**config.mk**
```make
export PLATFORM = sky130hd
export DESIGN_NAME = sqrt_pipe_ctrl
export DESIGN_NICKNAME = d
export VERILOG_FILES = /design/src/rtl/sqrt_pkg.sv /design/src/rtl/sqrt_valid_chain.sv /design/src/rtl/sqrt_pipe_ctrl.sv
export SDC_FILE = /design/constraint.sdc
export NUM_CORES = 1
export LEC_CHECK = 0
export BUFFER_PORTS_ARGS = -buffer_cell sky130_fd_sc_hd__buf_2
export CORE_MARGIN = 1.5
export CORE_UTILIZATION = 42
export DETAILED_ROUTE_END_ITERATION = 10
export PLACE_DENSITY = 0.69
export REMOVE_ABC_BUFFERS = 1
export SLEW_MARGIN = 25
export SYNTH_ARGS = -nofsm -noshare
export SYNTH_HDL_FRONTEND = slang
export SYNTH_SLANG_ARGS = --single-unit
```
**constraint.sdc**
```tcl
create_clock -name clock -period 4.25 [get_ports clock]
set_clock_uncertainty 0.2 [all_clocks]
set_input_delay 0.6375 -clock clock [delete_from_list [all_inputs] [get_ports clock]]
set_output_delay 0.6375 -clock clock [all_outputs]
set_load 0.01 [all_outputs]
```
**src/rtl/sqrt_pkg.sv**
```systemverilog
// Shared types and helpers for the square-root pipeline sequencer.
package sqrt_pkg;

    typedef enum logic [1:0] {
        INIT_A = 2'd0,
        INIT_B = 2'd1,
        IDLE   = 2'd2,
        RUN    = 2'd3
    } state_t;

    localparam int DEFAULT_STAGES = 4;
    localparam int DEFAULT_CNT_W  = 16;

    // Callers zero-extend their vector to 32 bits; pipelines deeper than 32 are not expected.
    function automatic int unsigned popcount(input logic [31:0] v);
        int unsigned cnt;
        cnt = 0;
        for (int i = 0; i < 32; i++) begin
            cnt = cnt + int'(v[i]);
        end
        return cnt;
    endfunction

endpackage

```
**src/rtl/sqrt_valid_chain.sv**
```systemverilog
// Valid-token shift register: one bit per stage bank, shifts on advance, cleared on flush.
module sqrt_valid_chain
    import sqrt_pkg::*;
#(
    parameter int STAGES = DEFAULT_STAGES
) (
    input  logic                        clock,
    input  logic                        reset,
    input  logic                        advance,
    input  logic                        clear,
    input  logic                        insert,
    output logic [STAGES-1:0]           valid_q,
    output logic [STAGES-1:0]           valid_next,
    output logic [$clog2(STAGES+1)-1:0] occupancy
);

    localparam int OCC_W = $clog2(STAGES + 1);

    logic [STAGES-1:0] valid_reg;

    assign valid_next[0] = clear ? 1'b0 : (advance ? insert : valid_reg[0]);

    generate
        for (genvar gi = 1; gi < STAGES; gi++) begin : g_next
            assign valid_next[gi] = clear ? 1'b0 : (advance ? valid_reg[gi-1] : valid_reg[gi]);
        end
    endgenerate

    always_ff @(posedge clock or posedge reset) begin
        if (reset) begin
            valid_reg <= '0;
        end else begin
            valid_reg <= valid_next;
        end
    end

    assign valid_q   = valid_reg;
    assign occupancy = OCC_W'(popcount(32'(valid_reg)));

endmodule

```
**src/rtl/sqrt_pipe_ctrl.sv**
```systemverilog
// Sequencer for the pipelined square-root datapath: stage enables, init strobes,
// valid tracking, input/output handshakes, stall and flush.
module sqrt_pipe_ctrl
    import sqrt_pkg::*;
#(
    parameter int STAGES = DEFAULT_STAGES,
    parameter int CNT_W  = DEFAULT_CNT_W
) (
    input  logic                        clock,
    input  logic                        reset,
    input  logic                        in_valid,
    output logic                        in_ready,
    output logic                        out_valid,
    input  logic                        out_ready,
    input  logic                        flush,
    output logic [STAGES-1:0]           stage_en,
    output logic [STAGES-1:0]           stage_init,
    output logic [$clog2(STAGES+1)-1:0] occupancy,
    output logic                        busy,
    output logic [CNT_W-1:0]            done_cnt
);

    state_t            state_reg;
    state_t            state_next;
    logic [STAGES-1:0] valid_q;
    logic [STAGES-1:0] valid_next;
    logic [STAGES-1:0] stage_init_reg;
    logic [CNT_W-1:0]  done_reg;
    logic              op_state;
    logic              adv;
    logic              in_xfer;
    logic              out_xfer;
    logic              chain_clear;

    // A full last stage only moves when the consumer takes it; bubbles are never squeezed out.
    assign op_state    = (state_reg == IDLE) || (state_reg == RUN);
    assign adv         = ~valid_q[STAGES-1] | out_ready;
    assign in_ready    = adv & op_state & ~flush;
    assign in_xfer     = in_valid & in_ready;
    assign out_valid   = valid_q[STAGES-1] & (state_reg == RUN);
    assign out_xfer    = out_valid & out_ready;
    assign chain_clear = op_state & flush;

    sqrt_valid_chain #(
        .STAGES (STAGES)
    ) u_chain (
        .clock      (clock),
        .reset      (reset),
        .advance    (adv),
        .clear      (chain_clear),
        .insert     (in_xfer),
        .valid_q    (valid_q),
        .valid_next (valid_next),
        .occupancy  (occupancy)
    );

    assign stage_en[0] = in_xfer;

    generate
        for (genvar gi = 1; gi < STAGES; gi++) begin : g_stage_en
            assign stage_en[gi] = adv & valid_q[gi-1];
        end
    endgenerate

    always_ff @(posedge clock or posedge reset) begin
        if (reset) begin
            state_reg <= INIT_A;
        end else begin
            state_reg <= state_next;
        end
    end

    always_comb begin
        state_next = state_reg;
        case (state_reg)
            INIT_A: state_next = INIT_B;
            INIT_B: state_next = IDLE;
            IDLE: begin
                if (flush) begin
                    state_next = INIT_A;
                end else if (in_xfer) begin
                    state_next = RUN;
                end
            end
            RUN: begin
                if (flush) begin
                    state_next = INIT_A;
                end else if (valid_next == '0) begin
                    state_next = IDLE;
                end
            end
            default: state_next = INIT_A;
        endcase
    end

    // Registered so the stage banks' set/reset pins see a clean, glitch-free pulse.
    always_ff @(posedge clock or posedge reset) begin
        if (reset) begin
            stage_init_reg <= '1;
        end else begin
            stage_init_reg <= {STAGES{state_next == INIT_A}};
        end
    end

    // Result count survives flush; only reset clears it.
    always_ff @(posedge clock or posedge reset) begin
        if (reset) begin
            done_reg <= '0;
        end else if (out_xfer) begin
            done_reg <= done_reg + 1'b1;
        end
    end

    assign stage_init = stage_init_reg;
    assign done_cnt   = done_reg;
    assign busy       = (state_reg != IDLE);

endmodule

```
# [Word-level counts from Yosys, hierarchy flattened]
# Cells that the tools add are included.
# Widths: inputs -> output; s select.
[classes] add_sub_neg=4 n_eq_ne=4 mux=13 n_bitwise=12 reduce_logical=4
[op_table] operator="$add 16x1->16 const B" n=1
[op_table] operator="$and 1x1->1" n=9
[op_table] operator="$mux 1" n=8
[op_table] operator="$mux 2" n=4
[op_table] operator="$pmux 2 s4" n=1
[op_table] operator="$add 3x1->3" n=2
[op_table] operator="$eq 2x2->1 const B" n=2
[op_table] operator="$logic_not 2->1" n=2
[op_table] operator="$logic_not 4->1" n=1
[op_table] operator="$add 1x1->2" n=1
[op_table] operator="$eq 2x1->1 const B" n=1
[op_table] operator="$ne 2x2->1 const B" n=1
[op_table] operator="$not 1->1" n=2
[op_table] operator="$logic_or 1x1->1" n=1
[op_table] operator="$or 1x1->1" n=1
[word_totals] register_bits=23

# [Longest topological paths before layout]
# Gate-level depths: netlist (run 1).
[logic_depth] ltp_word=12 depth_mapped=5 mapped_depth_nobuf=5

# [Cells and area by module]
# From an unflattened synthesis (run 1), not the netlist that was laid out.
[unflattened] cells_unflattened=106 hier_area_um2=1187.4
[modules_own_cells] module="sqrt_pipe_ctrl" instances=1 cells_each=84 area_each_um2=959.7
[modules_own_cells] module="sqrt_valid_chain" instances=1 cells_each=22 area_each_um2=227.7

# [Worst setup path before layout (run 1)]
# OpenSTA, ideal clock, no wires.
[synth_path] path_kind="reg2out" from="reg u_chain.valid_reg[0] (netlist: u_chain.valid_q[0])" to="out occupancy[1]" arrival_time_ps=1426 slack_ps=1986 stages_incl_launch_ff=4 path_buffers=0 path_cell_list="dfrtp_1 -> ha_1 -> fa_1 -> ha_1"
[synth_via] elab_chain_len=3
[synth_rtl] element="from (decl)" line_no="sqrt_valid_chain.sv:19" rtl="logic [STAGES-1:0] valid_reg;"
[synth_rtl] element="from (signal assigned)" line_no="sqrt_valid_chain.sv:33" rtl="valid_reg <= valid_next;"
[synth_rtl] element="$add 1x1->2" line_no="sqrt_pkg.sv:19" rtl="cnt = cnt + int'(v[i]);"
[synth_rtl] element="$add 3x1->3 (2 in a row)" line_no="sqrt_pkg.sv:19"
[synth_rtl] element="to (decl)" line_no="sqrt_pipe_ctrl.sv:18" rtl="output logic [$clog2(STAGES+1)-1:0] occupancy,"
# No other way between the ends.

# [Final worst setup path (run 1)]
# Same ends and word-level chain as after synthesis.

==> results of run 1 <==
final cells by class:
cell class                      instances  area share (%)
Clock buffer                            3            1.69
Clock inverter                          1           0.376
Inverter                                2           0.563
Multi-Input combinational cell         71            38.5
Sequential cell                        23            43.3
Tap cell                               30            2.82
Timing Repair Buffer                   34            12.8
metrics by stage:
step | power, mW | util (%) | instances | area (sq um)
6_report | 0.607 | 52.8 | 164 | 1330
5_1_grt | 0.653 | 52.8 | 164 | 1330
4_1_cts | 0.615 | 52.8 | 164 | 1330
3_5_place_dp | 0.507 | 51.7 | 160 | 1310
3_3_place_gp | 0.501 | 51.7 | 160 | 1310
2_1_floorplan | 0.431 | - | 96 | 1100
power groups by stage:
| stage | registers, mW | logic [mW] | clock network, mW |
|---|---|---|---|
| after floorplan | 0.309 | 0.122 | 0 |
| after global placement | 0.305 | 0.196 | 0 |
| after detailed placement | 0.308 | 0.199 | 0 |
| after CTS | 0.304 | 0.201 | 0.110 |
| after global routing | 0.311 | 0.223 | 0.119 |
| final | 0.304 | 0.199 | 0.104 |
cell families (layout without fill, tap and decap cells):
| group | after synthesis | after routing |
|---|---|---|
| compound gates | 3 | 3 |
| fa+ha+maj | 4 | 4 |
| simple gates | 49 | 49 |
| buf+inv | 7 | 40 |
| flops | 23 | 23 |
| xor+xnor | 15 | 15 |
cell usage after synthesis:
cell type  count  area (sq um)
a21oi_1        3          15.0
and2_1         5          31.3
and2_2         1          7.51
and2b_1        1          7.51
and3_1         2          12.5
and3_2         1          7.51
and4_1         2          17.5
buf_4          4          30.0
clkbuf_1       1          3.75
dfrtp_1       22           551
dfstp_2        1          26.3
fa_1           1          20.0
ha_1           3          37.5
inv_1          2          7.51
nand2_1       10          37.5
nand2b_1       1          6.26
nand3_1        5          25.0
nand4_1        4          25.0
nand4_4        1          21.3
nor2_1         7          26.3
nor2_2         1          6.26
nor3_2         1          10.0
nor3b_1        1          7.51
nor4_1         1          6.26
nor4_4         1          21.3
or2b_1         2          15.0
or3_1          1          6.26
or3_4          1          11.3
xnor2_1       12           105
xor2_1         3          26.3
routing by layer:
metal  share of wire (%)  up-vias  track usage [%]
li1                    -      406                -
met1                  45      400             19.7
met2                  48       30             27.4
met3                 5.9        5             5.91
met4                 1.3        0             6.10
met5                   0        -                0
final timing paths:
check | start | slack, ns | depth (start not counted) | end
max | u_chain.valid_q[0]$_DFF_PP0_ | 1.50 | 4 | occupancy[1]
min | reset | 0.27 | 2 | done_cnt[14]$_DFFE_PP0P_
max reg2reg | state_reg[1]$_DFF_PP0_ | 2.54 | 4 | done_cnt[8]$_DFFE_PP0P_
min reg2reg | done_cnt[15]$_DFFE_PP0P_ | 0.27 | 1 | done_cnt[15]$_DFFE_PP0P_
max in group asynchronous | reset | 3.04 | 2 | done_cnt[7]$_DFFE_PP0P_
min in group clock | done_cnt[15]$_DFFE_PP0P_ | 0.27 | 1 | done_cnt[15]$_DFFE_PP0P_
worst max-delay path, delay by kind of cell, from the launching register on:
kind	cells	cell delay [ns]
flops	1	0.43
fa+ha+maj	3	1.03
buf+inv	1	0.14
==> results.md, run 1 <==
- Netlist Area Pre-Place: 0.00113 sq mm
- CTS max path bufs: 2
- Via/cell ratio: 5.13
- Antenna violations before repair: 0
- DRC violations left: 0
- Slew headroom: a little over two fifths
- Buffers on Ports: 34
- Vias in the first global route: 760
- Multi-input gate area: just over 500 sq um
- Synth-to-Final Area Change: 17.8%
- Pin count of the biggest net entering global routing: 24
- PD cells: 455 mW/mm^2
- Die Y: around 55 um
- Final hold slack: 0.271 ns
- CTS root buf: clkbuf_4
- Total grt overflow: 0
- Data arrival, critical path: roughly 1.9 ns
- Critical Path Fanout Max: 4
- Leakage: approximately 0.72 nW
- DR WL/cell: 13.1 um
- WP data required: ~3.4 ns
- Die X: 54.9 um
- Synth Area in XOR/XNOR: 11.6%
- Core Area: 0.00252 sq mm
- Multiplexer share of the synthesized area: 0%
- Final worst setup slack: 1.50 ns
- Post-Synth Adder-Cell Area: 5.09%
- Switching share of power: 37.2%
- Clk pwr share: between 15 and 20%
- Critical Path Most Common Cell: ha_1
- ANT nets after route: 0
- Number of flip-flops in the largest register: 16
- # fillers: about 240
- Critical path cell sequence: ha_1 > fa_1 > ha_1 > buf_2
- Type of origin of the critical path: register
- Starting density of the core: 44.8%
- Final Hold Vio Count: 0
- Commonest non-fill, non-tap cells in the layout: buf_2 (34), dfrtp_1 (22), xnor2_1 (12), nand2_1 (10), nor2_1 (7)
- Ports: 35
- Dpl ws: 1.86 ns
- Worst skew pair latency: 0.32 ns
- FF+latch area: 577 sq um
- Critical Path Max Stage Delay: between 0.4 and 0.5 ns
- DP HPWL: 1560 um
- Resized Gates After CTS: 0
- # setup viols final: 0
- CTS H-tree lvls: 1
- Max-cap violations: 0
- Largest family of logic cells by synthesized area: simple AND/OR/NAND/NOR gates
- ANT cells: 0
- TNS Setup: 0 ns
- Status: completed
- Combinational share of power: 32.7%
- Reg clk slew, reported paths: 0.13 ns
- Pin slew with the least headroom to its limit: 0.868 ns
- GRT Total Usage: about 17%
- Slew Limit Fails: 0
- Router iterations before antenna repair: 4
- Seq pwr share: around 50%
- Setup CP Type: reg2out
- Simple-gate share of the synthesized area: 27.3%
- Cell row count: 18
- Internal power: 0.381 mW
- CTS Hold Buffers Added: 0
- DR vias: 841
- Clock sinks: 23
- Num CTS Buffers: 3
- Share of cells above drive strength 1: between 30% and 40%
- Psw: 0.226 mW
- DRT iter0 DRCs: 15
- Die Area: 0.00301 sq mm
- RD Place Congestion: 0.725
- Nets: 144
- VDD IR max: 0.000368 V
- Synth Area per Inst: about 11 sq um
- CP max-delay cell: dfrtp_1
- RSZ-0062 raised after global routing: false
- FF+latch count, synth: 23
- Compound-Gate Fraction of Synth Area: 1.33%
- Post-CTS Setup Bufs: 0
- Drt total wl: 2150 um
- Global-route wire length before repair: 3440 um
- Synth cell types: 30
- Final worst path period need: 2.75 ns
- YS warnings: 0
- Max Fclk: 364 MHz
- Seq/Total Area, Yosys: ~50%
- Endpoint class of the critical path: output pin
- Syn Inst Count: approximately 100
- Fin crit share: 64.7%
- Commonest non-fill, non-tap cell in the layout: buf_2
- TritonCTS clock tree: yes
- Hold Crit Class: in2async
Power figures use the tool's default switching activity.
==> run 2, diff against run 1 <==
--- a/config.mk
+++ b/config.mk
@@ -9,7 +9,7 @@
 export CORE_MARGIN = 1.5
 export CORE_UTILIZATION = 42
 export DETAILED_ROUTE_END_ITERATION = 10
-export PLACE_DENSITY = 0.69
+export PLACE_DENSITY = 0.71
 export REMOVE_ABC_BUFFERS = 1
 export SLEW_MARGIN = 25
 export SYNTH_ARGS = -nofsm -noshare
==> constraint.sdc (replaced) <==
create_clock -name clock -period 2.2 [get_ports clock]
set_clock_uncertainty 0.2 [all_clocks]
set_input_delay 0.33 -clock clock [delete_from_list [all_inputs] [get_ports clock]]
set_output_delay 0.33 -clock clock [all_outputs]
set_load 0.01 [all_outputs]
==> results.md, run 2 (synthesized netlist as in run 1, its figures left out) <==
- Fin area: 0.00141 sq mm
- Max-cap violations: 0
- TritonCTS clock tree: yes
- Commonest non-fill, non-tap cells in the layout: buf_2 (31), dfrtp_1 (22), xnor2_1 (12), nand2_1 (10), nor2_1 (7)
- Buffers on Ports: 34
- Ports: 35
- CTS max path bufs: 2
- Commonest non-fill, non-tap cell in the layout: buf_2
- Final worst setup slack: -0.0535 ns
- CTS H-tree lvls: 1
- Post-Place Cell Area: 0.00131 sq mm
- Share of cells above drive strength 1: 37.0%
- Type of origin of the critical path: register
- Status: finished with violations
- Reg clk slew, reported paths: around 0.12 ns
- Number of flip-flops in the largest register: 16
- Die Y: 54.9 um
- DRC violations left: 0
- Pin count of the biggest net entering global routing: 24
- Clock sinks: 23
- Worst skew pair latency: 0.30 ns
- Critical Path Fanout Max: 2
- Die Area: about 0.0030 sq mm
- Failing checks: negative setup slack
- DRT iter0 DRCs: 9
- DR vias: 836
- DP HPWL: about 1600 um
- Total power: around 1.3 mW
- GRT Total Usage: around 16%
- Max Fclk: around 440 MHz
- Layout Utilization: 55.9%
- Fin crit share: 102%
- Final Hold Vio Count: 0
- ANT cells: 0
- Dpl ws: 0.0986 ns
- Global-route wire length before repair: ~3500 um
- PD cells: around 900 mW/mm^2
- Final hold slack: 0.111 ns
- Antenna violations before repair: 0
- Vias in the first global route: ~800
- Hold Crit Class: in2reg
- RSZ-0062 raised after global routing: true
- # setup viols final: 1
- Slew headroom: 74.5%
- Total grt overflow: 0
- Router iterations before antenna repair: 4
- Starting density of the core: 44.8%
- Num CTS Buffers: 3
- Final worst path period need: around 2.3 ns
- Leakage: roughly 0.74 nW
- ANT nets after route: 0
- VDD IR max: ~0.00060 V
- RD Place Congestion: 0.728
- Slew Limit Fails: 0
- Via/cell ratio: ~5
- Nets: 148
- Drt total wl: roughly 2200 um
- Pin slew with the least headroom to its limit: 0.380 ns
- CTS root buf: clkbuf_4
- # fillers: 224
- Endpoint class of the critical path: output pin
- Setup CP Type: reg2out
- Data arrival, critical path: 1.72 ns
- Cell row count: 18
- Synth-to-Final Area Change: 24.7%
- DR WL/cell: 12.9 um
- WP data required: 1.67 ns
- Core Area: 0.00252 sq mm
- Die X: 54.9 um
-- run 2: cell types whose count changed in the layout (fill, tap and decap cells not counted), sizes merged --
cell,change
buf,+3
clkinv,-1
clkbuf,+1
dlygate4sd3,+1
-- run 2: timing repair --
| item | in CTS | in global routing |
|---|---|---|
| gates cloned | 0 | 0 |
| endpoints found under the hold margin | 22 | 0 |
| hold buffers | 1 | 0 |
| resized for setup | 4 | 2 |
| setup endpoints to repair | 3 | 3 |
| pin swaps | 2 | 1 |
| buffers inserted | 2 | 0 |
-- run 2: power by group --
| part | switching, mW | leakage [nW] | total [mW] | internal, mW |
|---|---|---|---|---|
| combinational | 0.230 | 0.412 | 0.485 | 0.255 |
| clock | 0.120 | 0.0150 | 0.190 | 0.0706 |
| sequential | 0.0986 | 0.310 | 0.591 | 0.492 |
-- run 2: layout make-up --
| cell class | instances | area [sq um] | share of cell area (%) |
|---|---|---|---|
| tap | 30 | 37.5 | 2.66 |
| inverter | 2 | 7.51 | 0.532 |
| sequential | 23 | 577 | 40.9 |
| multi-input combinational | 71 | 541 | 38.3 |
| clock buffer | 4 | 26.3 | 1.86 |
| timing repair buffer | 38 | 221 | 15.7 |
-- run 2: path summary, 6_finish.rpt --
| path | from | end | slack (ns) | cells after the start |
|---|---|---|---|---|
| max | u_chain.valid_q[1]$_DFF_PP0_ | occupancy[1] | -0.05 | 4 |
| min | in_valid | u_chain.valid_q[0]$_DFF_PP0_ | 0.11 | 3 |
| max reg2reg | state_reg[1]$_DFF_PP0_ | done_cnt[9]$_DFFE_PP0P_ | 0.48 | 4 |
| min reg2reg | done_cnt[15]$_DFFE_PP0P_ | done_cnt[15]$_DFFE_PP0P_ | 0.27 | 1 |
| max in group asynchronous | reset | stage_init[0]$_DFF_PP1_ | 1.11 | 4 |
| min in group asynchronous | reset | u_chain.valid_q[0]$_DFF_PP0_ | 0.41 | 4 |
-- run 2: worst max-delay path: stages, from the launching register on --
cell,delay [ns]
dfrtp_1,0.44
ha_4,0.26
fa_2,0.35
ha_4,0.28
buf_6,0.09
-- run 2: routing by layer --
metal	vias up	track usage [%]	wire length (um)
met3	2	2.42	102
met1	401	18.9	920
met2	23	30.4	1120
met4	0	6.10	13
li1	410	-	-
met5	-	0	0
-- run 2: stage by stage --
stage               setup TNS [ns]  std cells
floorplan                        0         96
global placement                 0        161
detailed placement               0        161
CTS                        -0.0723        168
global route               -0.0903        168
finish                     -0.0535        168
==> run 3, diff against run 2 <==
--- a/config.mk
+++ b/config.mk
@@ -6,12 +6,14 @@
 export NUM_CORES = 1
 export LEC_CHECK = 0
 export BUFFER_PORTS_ARGS = -buffer_cell sky130_fd_sc_hd__buf_2
+export CAP_MARGIN = 30
 export CORE_MARGIN = 1.5
-export CORE_UTILIZATION = 42
+export CORE_UTILIZATION = 45
 export DETAILED_ROUTE_END_ITERATION = 10
-export PLACE_DENSITY = 0.71
+export PLACE_DENSITY = 0.75
 export REMOVE_ABC_BUFFERS = 1
 export SLEW_MARGIN = 25
 export SYNTH_ARGS = -nofsm -noshare
 export SYNTH_HDL_FRONTEND = slang
 export SYNTH_SLANG_ARGS = --single-unit
+export TNS_END_PERCENT = 30
==> results.md, run 3 (synthesized netlist as in run 1, its figures left out) <==
- DP HPWL: approximately 1500 um
- GRT Total Usage: 16.4%
- TritonCTS clock tree: yes
- Slew Limit Fails: 0
- Global-route wire length before repair: 3390 um
- Total grt overflow: 0
- Multi-input gate area: 541 sq um
- Clock sinks: 23
- CTS root buf: clkbuf_4
- Ports: 35
- Die Y: 53.1 um
- Worst skew pair latency: 0.30 ns
- CTS H-tree lvls: 1
- DRT iter0 DRCs: 15
- Max Fclk: 438 MHz
- # fillers: 197
- Slew headroom: ~76%
- Max-cap violations: 0
- Critical Path Most Common Cell: ha_4
- Share of cells above drive strength 1: 38.4%
- Final Hold Vio Count: 0
- Starting density of the core: 49.2%
- Core Area: about 0.0023 sq mm
- Commonest non-fill, non-tap cells in the layout: buf_2 (31), dfrtp_1 (21), xnor2_1 (12), nand2_1 (10), nor2_1 (7)
- Router iterations before antenna repair: 4
- RD Place Congestion: between 0.7 and 0.8
- Data arrival, critical path: about 1.8 ns
- Pin count of the biggest net entering global routing: 24
- Critical Path Fanout Max: 3
- FF+latch area: 578 sq um
- Drt total wl: slightly above 2000 um
- Setup CP Type: reg2out
- Failing checks: negative setup slack
- Endpoint class of the critical path: output pin
- Status: finished with violations
- ANT cells: 0
- Pin slew with the least headroom to its limit: 0.351 ns
- DR vias: about 840
- # setup viols final: 1
- Leakage: 0.738 nW
- Buffers on Ports: 34
- Final worst setup slack: -0.0855 ns
- Type of origin of the critical path: register
- CP max-delay cell: dfrtp_2
- Reg clk slew, reported paths: around 0.13 ns
- CTS max path bufs: 2
- WP data required: 1.67 ns
- Num CTS Buffers: 3
- ANT nets after route: 0
- Layout Utilization: approximately 61%
- Die X: 53.1 um
- Synth-to-Final Area Change: 24.7%
- Hold Crit Class: in2reg
- CP top delay family: adder cells
- Die Area: 0.00282 sq mm
- Cell row count: 17
- Nets: around 150
- Via/cell ratio: approximately 5.0
- Post-Place Cell Area: ~0.0013 sq mm
- VDD IR max: between 0.0005 and 0.0006 V
- DR WL/cell: between 10 and 15 um
- Commonest non-fill, non-tap cell in the layout: buf_2
- RSZ-0062 raised after global routing: true
- Total power: between 1 and 1.5 mW
- DRC violations left: 0
- Antenna violations before repair: 0
- Critical path cell sequence: ha_4 > fa_2 > ha_4 > buf_6
- Number of flip-flops in the largest register: 16
- Fin crit share: 104%
- Fin area: 0.00141 sq mm
- Critical Path Max Stage Delay: between 0.4 and 0.5 ns
- PD cells: 903 mW/mm^2
- Vias in the first global route: between 700 and 800
- WP buf/inv: 1
- Final worst path period need: between 2 and 2.5 ns
## run 3: metal layers
layer  vias to the layer above  GRT usage (%)  wire length (um)
li1                        409              -                 -
met1                       403           20.5               929
met2                        24           28.7              1000
met3                         2           2.82               108
met4                         0           5.13                13
met5                         -              0                 0
## run 3: cell type report
cell class,instances,share of cell area (%)
clock buffers,3,1.60
clock inverters,1,0.355
inverters,2,0.532
multi-input cells,71,38.3
flip-flops and latches,23,41.0
well taps,28,2.48
repair buffers,38,15.7
## run 3: path summary, 6_finish.rpt
path / start / endpoint / slack [ns] / depth (start not counted)
worst min-delay path: in_valid / u_chain.valid_q[0]$_DFF_PP0_ / 0.1 / 3
min in group asynchronous: reset / done_cnt[13]$_DFFE_PP0P_ / 0.38 / 4
worst min register to register: done_cnt[15]$_DFFE_PP0P_ / done_cnt[15]$_DFFE_PP0P_ / 0.27 / 1
worst max-delay path: u_chain.valid_q[1]$_DFF_PP0_ / occupancy[1] / -0.09 / 4
worst max register to register: state_reg[1]$_DFF_PP0_ / done_cnt[8]$_DFFE_PP0P_ / 0.54 / 4
max in group asynchronous: reset / stage_init[0]$_DFF_PP1_ / 1.14 / 4
## run 3: report_power, final
group          switching [mW]  internal, mW
combinational           0.234         0.257
clock                   0.125        0.0677
sequential             0.0959         0.494
## run 3: metrics by stage
step | setup TNS, ns | instances | hold slack [ns] | worst slack (ns)
after floorplan | 0 | 96 | 0.131 | 0.244
after global placement | 0 | 159 | 0.182 | 0.147
after detailed placement | 0 | 159 | 0.185 | 0.101
after CTS | -0.129 | 165 | 0.0946 | -0.0990
after global routing | -0.197 | 166 | 0.116 | -0.127
final | -0.0855 | 166 | 0.0998 | -0.0855
## run 3: tightest hold or removal path: stages
cell and delay (ns):
buf_2 0.10, nand3_1 0.07, a21oi_1 0.07
## run 3: repair_timing
action                                  CTS  global route
setup buffers                             1             1
resized for setup                         6             1
pin swaps                                 2             0
hold endpoints to repair                 22             0
endpoints found under the setup margin    3             3
hold buffers                              1             0
